[src/rtl/slave_port_if.sv]
// Serial bus between the bus master and slave_port: address/write bits in,
// read bits and status out, one bit per valid cycle, LSB first.
interface slave_port_if;
    logic swdata;
    logic smode;
    logic mvalid;
    logic srdata;
    logic svalid;
    logic sready;

    modport slave (
        input  swdata,
        input  smode,
        input  mvalid,
        output srdata,
        output svalid,
        output sready
    );

    modport master (
        output swdata,
        output smode,
        output mvalid,
        input  srdata,
        input  svalid,
        input  sready
    );
endinterface

[src/rtl/slave_port.sv]
// Serial-to-parallel memory slave: collects an address (and write data) from the
// serial bus, issues one memory strobe, and serialises read data back.
module slave_port #(
    parameter int ADDR_WIDTH = 12,
    parameter int DATA_WIDTH = 8
) (
    input  logic                  clk,
    input  logic                  rst,
    slave_port_if.slave           bus,
    output logic [ADDR_WIDTH-1:0] mem_addr,
    output logic [DATA_WIDTH-1:0] mem_wdata,
    output logic                  mem_wen,
    output logic                  mem_ren,
    input  logic [DATA_WIDTH-1:0] mem_rdata,
    input  logic                  mem_rvalid
);

    localparam int MAXW = (ADDR_WIDTH > DATA_WIDTH) ? ADDR_WIDTH : DATA_WIDTH;
    localparam int CW   = $clog2(MAXW + 1);

    localparam logic [CW-1:0] LAST_ADDR = CW'(ADDR_WIDTH - 1);
    localparam logic [CW-1:0] LAST_DATA = CW'(DATA_WIDTH - 1);
    localparam logic [CW-1:0] DATA_END  = CW'(DATA_WIDTH);

    typedef enum logic [2:0] {
        S_IDLE  = 3'd0,
        S_ADDR  = 3'd1,
        S_WDATA = 3'd2,
        S_WRITE = 3'd3,
        S_READ  = 3'd4,
        S_RWAIT = 3'd5,
        S_RDATA = 3'd6
    } state_t;

    state_t                r_state;
    logic [CW-1:0]         r_cnt;
    logic                  r_mode;
    logic [DATA_WIDTH-1:0] r_rdata;
    logic                  r_srdata;
    logic                  r_svalid;
    logic                  r_sready;
    logic [ADDR_WIDTH-1:0] r_mem_addr;
    logic [DATA_WIDTH-1:0] r_mem_wdata;
    logic                  r_mem_wen;
    logic                  r_mem_ren;

    // Address and data shift in from the top so the first (LSB) bit lands at bit 0.
    // Frame sequencer: bit collection, memory strobes and read-data serialisation.
    always_ff @(posedge clk) begin
        if (rst) begin
            r_state     <= S_IDLE;
            r_cnt       <= {CW{1'b0}};
            r_mode      <= 1'b0;
            r_rdata     <= {DATA_WIDTH{1'b0}};
            r_srdata    <= 1'b0;
            r_svalid    <= 1'b0;
            r_sready    <= 1'b0;
            r_mem_addr  <= {ADDR_WIDTH{1'b0}};
            r_mem_wdata <= {DATA_WIDTH{1'b0}};
            r_mem_wen   <= 1'b0;
            r_mem_ren   <= 1'b0;
        end else begin
            r_mem_wen <= 1'b0;
            r_mem_ren <= 1'b0;
            case (r_state)
                S_IDLE: begin
                    if (bus.mvalid) begin
                        r_mem_addr <= {bus.swdata, r_mem_addr[ADDR_WIDTH-1:1]};
                        r_mode     <= bus.smode;
                        r_cnt      <= CW'(1);
                        r_sready   <= 1'b0;
                        r_state    <= S_ADDR;
                    end else begin
                        r_sready   <= 1'b1;
                    end
                end
                S_ADDR: begin
                    if (bus.mvalid) begin
                        r_mem_addr <= {bus.swdata, r_mem_addr[ADDR_WIDTH-1:1]};
                        if (r_cnt == LAST_ADDR) begin
                            r_cnt <= {CW{1'b0}};
                            if (r_mode) begin
                                r_state <= S_WDATA;
                            end else begin
                                r_state   <= S_READ;
                                r_mem_ren <= 1'b1;
                            end
                        end else begin
                            r_cnt <= r_cnt + CW'(1);
                        end
                    end
                end
                S_WDATA: begin
                    if (bus.mvalid) begin
                        r_mem_wdata <= {bus.swdata, r_mem_wdata[DATA_WIDTH-1:1]};
                        if (r_cnt == LAST_DATA) begin
                            r_cnt     <= {CW{1'b0}};
                            r_state   <= S_WRITE;
                            r_mem_wen <= 1'b1;
                        end else begin
                            r_cnt <= r_cnt + CW'(1);
                        end
                    end
                end
                S_WRITE: begin
                    r_sready <= 1'b1;
                    r_state  <= S_IDLE;
                end
                // Any mem_rvalid coinciding with the strobe cycle is deliberately dropped here.
                S_READ: begin
                    r_state <= S_RWAIT;
                end
                S_RWAIT: begin
                    if (mem_rvalid) begin
                        r_rdata  <= {1'b0, mem_rdata[DATA_WIDTH-1:1]};
                        r_srdata <= mem_rdata[0];
                        r_svalid <= 1'b1;
                        r_cnt    <= CW'(1);
                        r_state  <= S_RDATA;
                    end
                end
                S_RDATA: begin
                    if (r_cnt == DATA_END) begin
                        r_srdata <= 1'b0;
                        r_svalid <= 1'b0;
                        r_sready <= 1'b1;
                        r_cnt    <= {CW{1'b0}};
                        r_state  <= S_IDLE;
                    end else begin
                        r_srdata <= r_rdata[0];
                        r_rdata  <= {1'b0, r_rdata[DATA_WIDTH-1:1]};
                        r_cnt    <= r_cnt + CW'(1);
                    end
                end
                default: begin
                    r_srdata <= 1'b0;
                    r_svalid <= 1'b0;
                    r_sready <= 1'b0;
                    r_cnt    <= {CW{1'b0}};
                    r_state  <= S_IDLE;
                end
            endcase
        end
    end

    assign bus.srdata = r_srdata;
    assign bus.svalid = r_svalid;
    assign bus.sready = r_sready;
    assign mem_addr   = r_mem_addr;
    assign mem_wdata  = r_mem_wdata;
    assign mem_wen    = r_mem_wen;
    assign mem_ren    = r_mem_ren;

endmodule

[src/flat_wrapper.sv]
// flat-port wrapper written by rule: the top's interface ports become plain ports
module slave_port_flat 
#(
    parameter int ADDR_WIDTH = 12,
    parameter int DATA_WIDTH = 8
)
  (clk, rst, mem_addr, mem_wdata, mem_wen, mem_ren, mem_rdata, mem_rvalid, bus_swdata, bus_smode, bus_mvalid, bus_srdata, bus_svalid, bus_sready);
  slave_port_if bus_i ();
  input  logic clk;
  input  logic rst;
  output logic [ADDR_WIDTH-1:0] mem_addr;
  output logic [DATA_WIDTH-1:0] mem_wdata;
  output logic mem_wen;
  output logic mem_ren;
  input  logic [DATA_WIDTH-1:0] mem_rdata;
  input  logic mem_rvalid;
  input wire logic [$bits(bus_i.swdata)-1:0] bus_swdata;
  input wire logic [$bits(bus_i.smode)-1:0] bus_smode;
  input wire logic [$bits(bus_i.mvalid)-1:0] bus_mvalid;
  output wire logic [$bits(bus_i.srdata)-1:0] bus_srdata;
  output wire logic [$bits(bus_i.svalid)-1:0] bus_svalid;
  output wire logic [$bits(bus_i.sready)-1:0] bus_sready;
  assign bus_i.swdata = bus_swdata;
  assign bus_i.smode = bus_smode;
  assign bus_i.mvalid = bus_mvalid;
  assign bus_srdata = bus_i.srdata;
  assign bus_svalid = bus_i.svalid;
  assign bus_sready = bus_i.sready;
  slave_port #(.ADDR_WIDTH(ADDR_WIDTH), .DATA_WIDTH(DATA_WIDTH)) u_core (.clk(clk), .rst(rst), .bus(bus_i), .mem_addr(mem_addr), .mem_wdata(mem_wdata), .mem_wen(mem_wen), .mem_ren(mem_ren), .mem_rdata(mem_rdata), .mem_rvalid(mem_rvalid));
endmodule
[config.mk]
export PLATFORM = sky130hd
export DESIGN_NAME = slave_port_flat
export DESIGN_NICKNAME = d
export VERILOG_FILES = /design/src/rtl/slave_port_if.sv /design/src/rtl/slave_port.sv /design/src/flat_wrapper.sv
export SDC_FILE = /design/constraint.sdc
export NUM_CORES = 1
export LEC_CHECK = 0
export ABC_AREA = 1
export CAP_MARGIN = 0
export CORE_MARGIN = 2
export CORE_UTILIZATION = 45
export CTS_BUF_LIST = sky130_fd_sc_hd__clkbuf_8
export CTS_CLUSTER_DIAMETER = 50
export DETAILED_ROUTE_END_ITERATION = 10
export PLACE_DENSITY = 0.72
export REMOVE_ABC_BUFFERS = 1
export SLEW_MARGIN = 10
export SYNTH_ARGS = -nofsm -noshare
export SYNTH_HDL_FRONTEND = slang
export SYNTH_SLANG_ARGS = --single-unit
[constraint.sdc]
create_clock -name clk -period 1.7 [get_ports clk]
set_clock_uncertainty 0.1 [all_clocks]
set_input_delay 0.255 -clock clk [delete_from_list [all_inputs] [get_ports clk]]
set_output_delay 0.255 -clock clk [all_outputs]
set_load 0.05 [all_outputs]
==> flow_summary_export.csv, run 1 <==
group,metric,value,unit
yosys,synth_cell_type_count,23,
worst_setup_path,crit_type,"reg -> reg",
cells_and_area,nets,336,
detailed_routing,avgRoutedWirePerCell,11.27,um
yosys,avgSynthCellArea,6.928,um2
timing,setup_viol,0,
floorplanning,rows,23,
grt,antenna_found_initial,0,
worst_hold_path,hold_class,"reg -> reg",
detailed_routing,dr.first_iter.drc_count,110,
floorplanning,die_x,68.71,um
worst_setup_path,worstSetupEndpointType,"flip-flop",
clock_tree,h-tree-depth,2,
yosys,ys_seq_area_share,42.50,%
cells_and_area,drive_gt1_share,20.25,%
yosys,ys_ff_latch,40,
clock_tree,clk_path_buf_depth,2,
grt,grt_pass1_vias,1599,
floorplanning,die_area,4721,um2
clock_tree,clkLatencyLatePin,0.30,ns
worst_setup_path,required,1.80,ns
clock_tree,root_buffer,"clkbuf_8",
detailed_routing,wl,4181,um
floorplanning,fp.dieH,68.71,um
cells_and_area,fin_cells,371,
floorplanning,start_util,46.77,%
timing,finalHoldWorstSlack,0.3629,ns
yosys,syn_inst,272,
power,leakage,1.056,nW
power,total_power,0.003402,W
floorplanning,io_pins,39,
worst_setup_path,worst_ep_arrival_time,1.68,ns
run,maxCapViolations,0,
timing,fin_crit_sh,93.09,%
placement,dp_hpwl,2987,um
timing,max_freq,0.6319,GHz
detailed_routing,vias_per_cell,4.978,
yosys,synth_largest_area_cell,"dfxtp_1",
yosys,synth.cell_area,1884,um2
detailed_routing,drtAntennaViolNets,0,
placement,port_buffers,38,
placement,dpl.cell_count,363,
floorplanning,core_region_area,4029,um2
clock_tree,cts.sinks,40,
grt,grt_pass1_wl,6900,um
detailed_routing,num_vias,1847,
timing,hold_viol,0,
clock_tree,numCtsBuffers,5,
timing,setup_tns,0,ns
yosys,yosys-top-cells-area,"dfxtp_1 (42%), nand2_1 (15%), nand3_1 (8.8%), a21oi_1 (7.7%), nor2_1 (5.8%)",
timing,worstMarginPinSlew,0.3878,ns
timing,fin_crit,1.583,ns
worst_setup_path,start_kind,"flip-flop",
grt,grt_max_degree,20,
grt,grt_overflow,0,
detailed_routing,remaining_drc_errors,0,
worst_setup_path,path_max_fanout,4,
power,max-vdd-ir-drop,0.0007671,V
clock_tree,cts.clk_slew.worst_paths,0.08,ns
yosys,synth_top_area_share,42.50,%
outcome,status,"complete, no violations",
cells_and_area,area_growth,29.48,%
clock_tree,cts_tree,"built",
grt,grt_use_total,19.41,%
detailed_routing,firstDrtPassIters,4,
power,pwr_density_cell,1394,nW/um2
timing,rsz0062_at_grt,"true",
timing,slew_headroom,74.12,%
clock_tree,cts_setup_buffers,0,
placement,place_congestion,0.8199,
yosys,synth_warnings,0,
timing,slew_violations,0,
cells_and_area,diodes,0,
[power breakdown]
| group | internal [W] | total, W | switching (W) |
|---|---|---|---|
| logic | 0.000494 | 0.00143 | 0.000935 |
| clock network | 0.000434 | 0.000775 | 0.000341 |
| registers | 0.00107 | 0.00120 | 0.000128 |
[synthesized netlist by cell type, drive strengths merged]
| cell | n |
|---|---|
| xor2 | 1 |
| inv | 23 |
| ha | 2 |
| nand3b | 1 |
| o211ai | 1 |
| dfxtp | 40 |
| nand2 | 81 |
| a21oi | 29 |
| clkbuf | 5 |
| nand3 | 35 |
| nand4 | 4 |
| buf | 4 |
| nor3 | 1 |
| nor2 | 35 |
| o21ai | 10 |
[through the flow]
step / instance area (um2) / utilization, % / setup slack [ns]
finish: 2440 / 60.56 / 0.1175
global route: 2440 / 60.56 / -0.02147
CTS: 2421 / 60.09 / 0.09672
detailed placement: 2310 / 57.33 / 0.02510
global placement: 2310 / 57.33 / 0.04476
floorplan: 1839 / - / 0.06973
[layout make-up]
cell class	instances	area (um2)
Fill cell	420	1589
Multi-Input combinational cell	200	964.7
Clock inverter	3	42.54
Sequential cell	40	803.3
Tap cell	50	62.56
Inverter	23	90.09
Timing Repair Buffer	50	407.9
Clock buffer	5	68.82
[worst paths after layout]
check | from | to | slack [ns] | cells after the start
worst max-delay path | u_core.r_cnt[1]$_SDFFE_PP0P_ | u_core.r_state[0]$_SDFFE_PP0P_ | 0.12 | 8
worst min-delay path | u_core.r_rdata[3]$_SDFFE_PP0P_ | u_core.r_rdata[3]$_SDFFE_PP0P_ | 0.36 | 2
worst max register to register | u_core.r_cnt[1]$_SDFFE_PP0P_ | u_core.r_state[0]$_SDFFE_PP0P_ | 0.12 | 8
worst min register to register | u_core.r_rdata[3]$_SDFFE_PP0P_ | u_core.r_rdata[3]$_SDFFE_PP0P_ | 0.36 | 2
[cell families after synthesis]
group                      count (synthesis)  share of synthesized area (%)
buffers and inverters                     32                          6.972
adders and majority gates                  2                          1.328
DFF                                       40                          42.50
xor gates and xnor gates                   1                         0.4649
and+or+nand+nor                          157                          37.98
AOI/OAI and AO/OA                         40                          10.76
[worst max-delay path, cell delays in order (launching register included)]
cell,delay (ns)
dfxtp_1,0.39
ha_2,0.23
nand3_1,0.14
nand3_1,0.15
nand3_1,0.15
nor2_4,0.15
nand2_1,0.07
nand2_1,0.06
nor2_1,0.04
[routing by layer]
| layer | part of all wire, % | global-route usage [%] | wire length [um] | vias up |
|---|---|---|---|---|
| met3 | 4.6 | 4.870 | 192 | 6 |
| met5 | 0 | 0 | 0 | - |
| met1 | 48 | 23.09 | 1992 | 831 |
| li1 | - | - | - | 975 |
| met2 | 46 | 33.05 | 1936 | 35 |
| met4 | 1.4 | 8.333 | 59 | 0 |
[repair_timing]
action / in CTS / in global routing
hold buffers: 0 / 0
resized for setup: 0 / 6
setup endpoints to repair: 0 / 15
[flip-flops by register name (all words and copies together), names as in the netlist]
signal and count:
u_core.bus.srdata 1, u_core.bus.sready 1, u_core.bus.svalid 1, u_core.mem_addr 12
u_core.mem_ren 1, u_core.mem_wdata 8, u_core.mem_wen 1, u_core.r_cnt 4
u_core.r_mode 1, u_core.r_rdata 7, u_core.r_state 3
[placed cells by master (no fill, tap or decap), drive strengths merged]
master	synthesis	final
nand4	4	4
xor2	1	1
nor3	1	1
buf	4	37
clkinv	0	1
clkdlybuf4s50	0	13
ha	2	2
clkinvlp	0	2
nor2	35	35
inv	23	22
nand2	81	81
o211ai	1	1
clkbuf	5	5
nand3b	1	1
nand3	35	35
dfxtp	40	40
a21oi	29	29
bufinv	0	1
o21ai	10	10
No activity file was read; power rests on OpenSTA's default activity.
==> run 2, diff against run 1 <==
--- a/config.mk
+++ b/config.mk
@@ -6,6 +6,7 @@
 export NUM_CORES = 1
 export LEC_CHECK = 0
 export ABC_AREA = 1
+export ABC_CLOCK_PERIOD_IN_PS = 1700
 export CAP_MARGIN = 0
 export CORE_MARGIN = 2
 export CORE_UTILIZATION = 45
==> results of run 2 <==
Same layout as run 1: the final DEF is identical, and so are final timing and power.
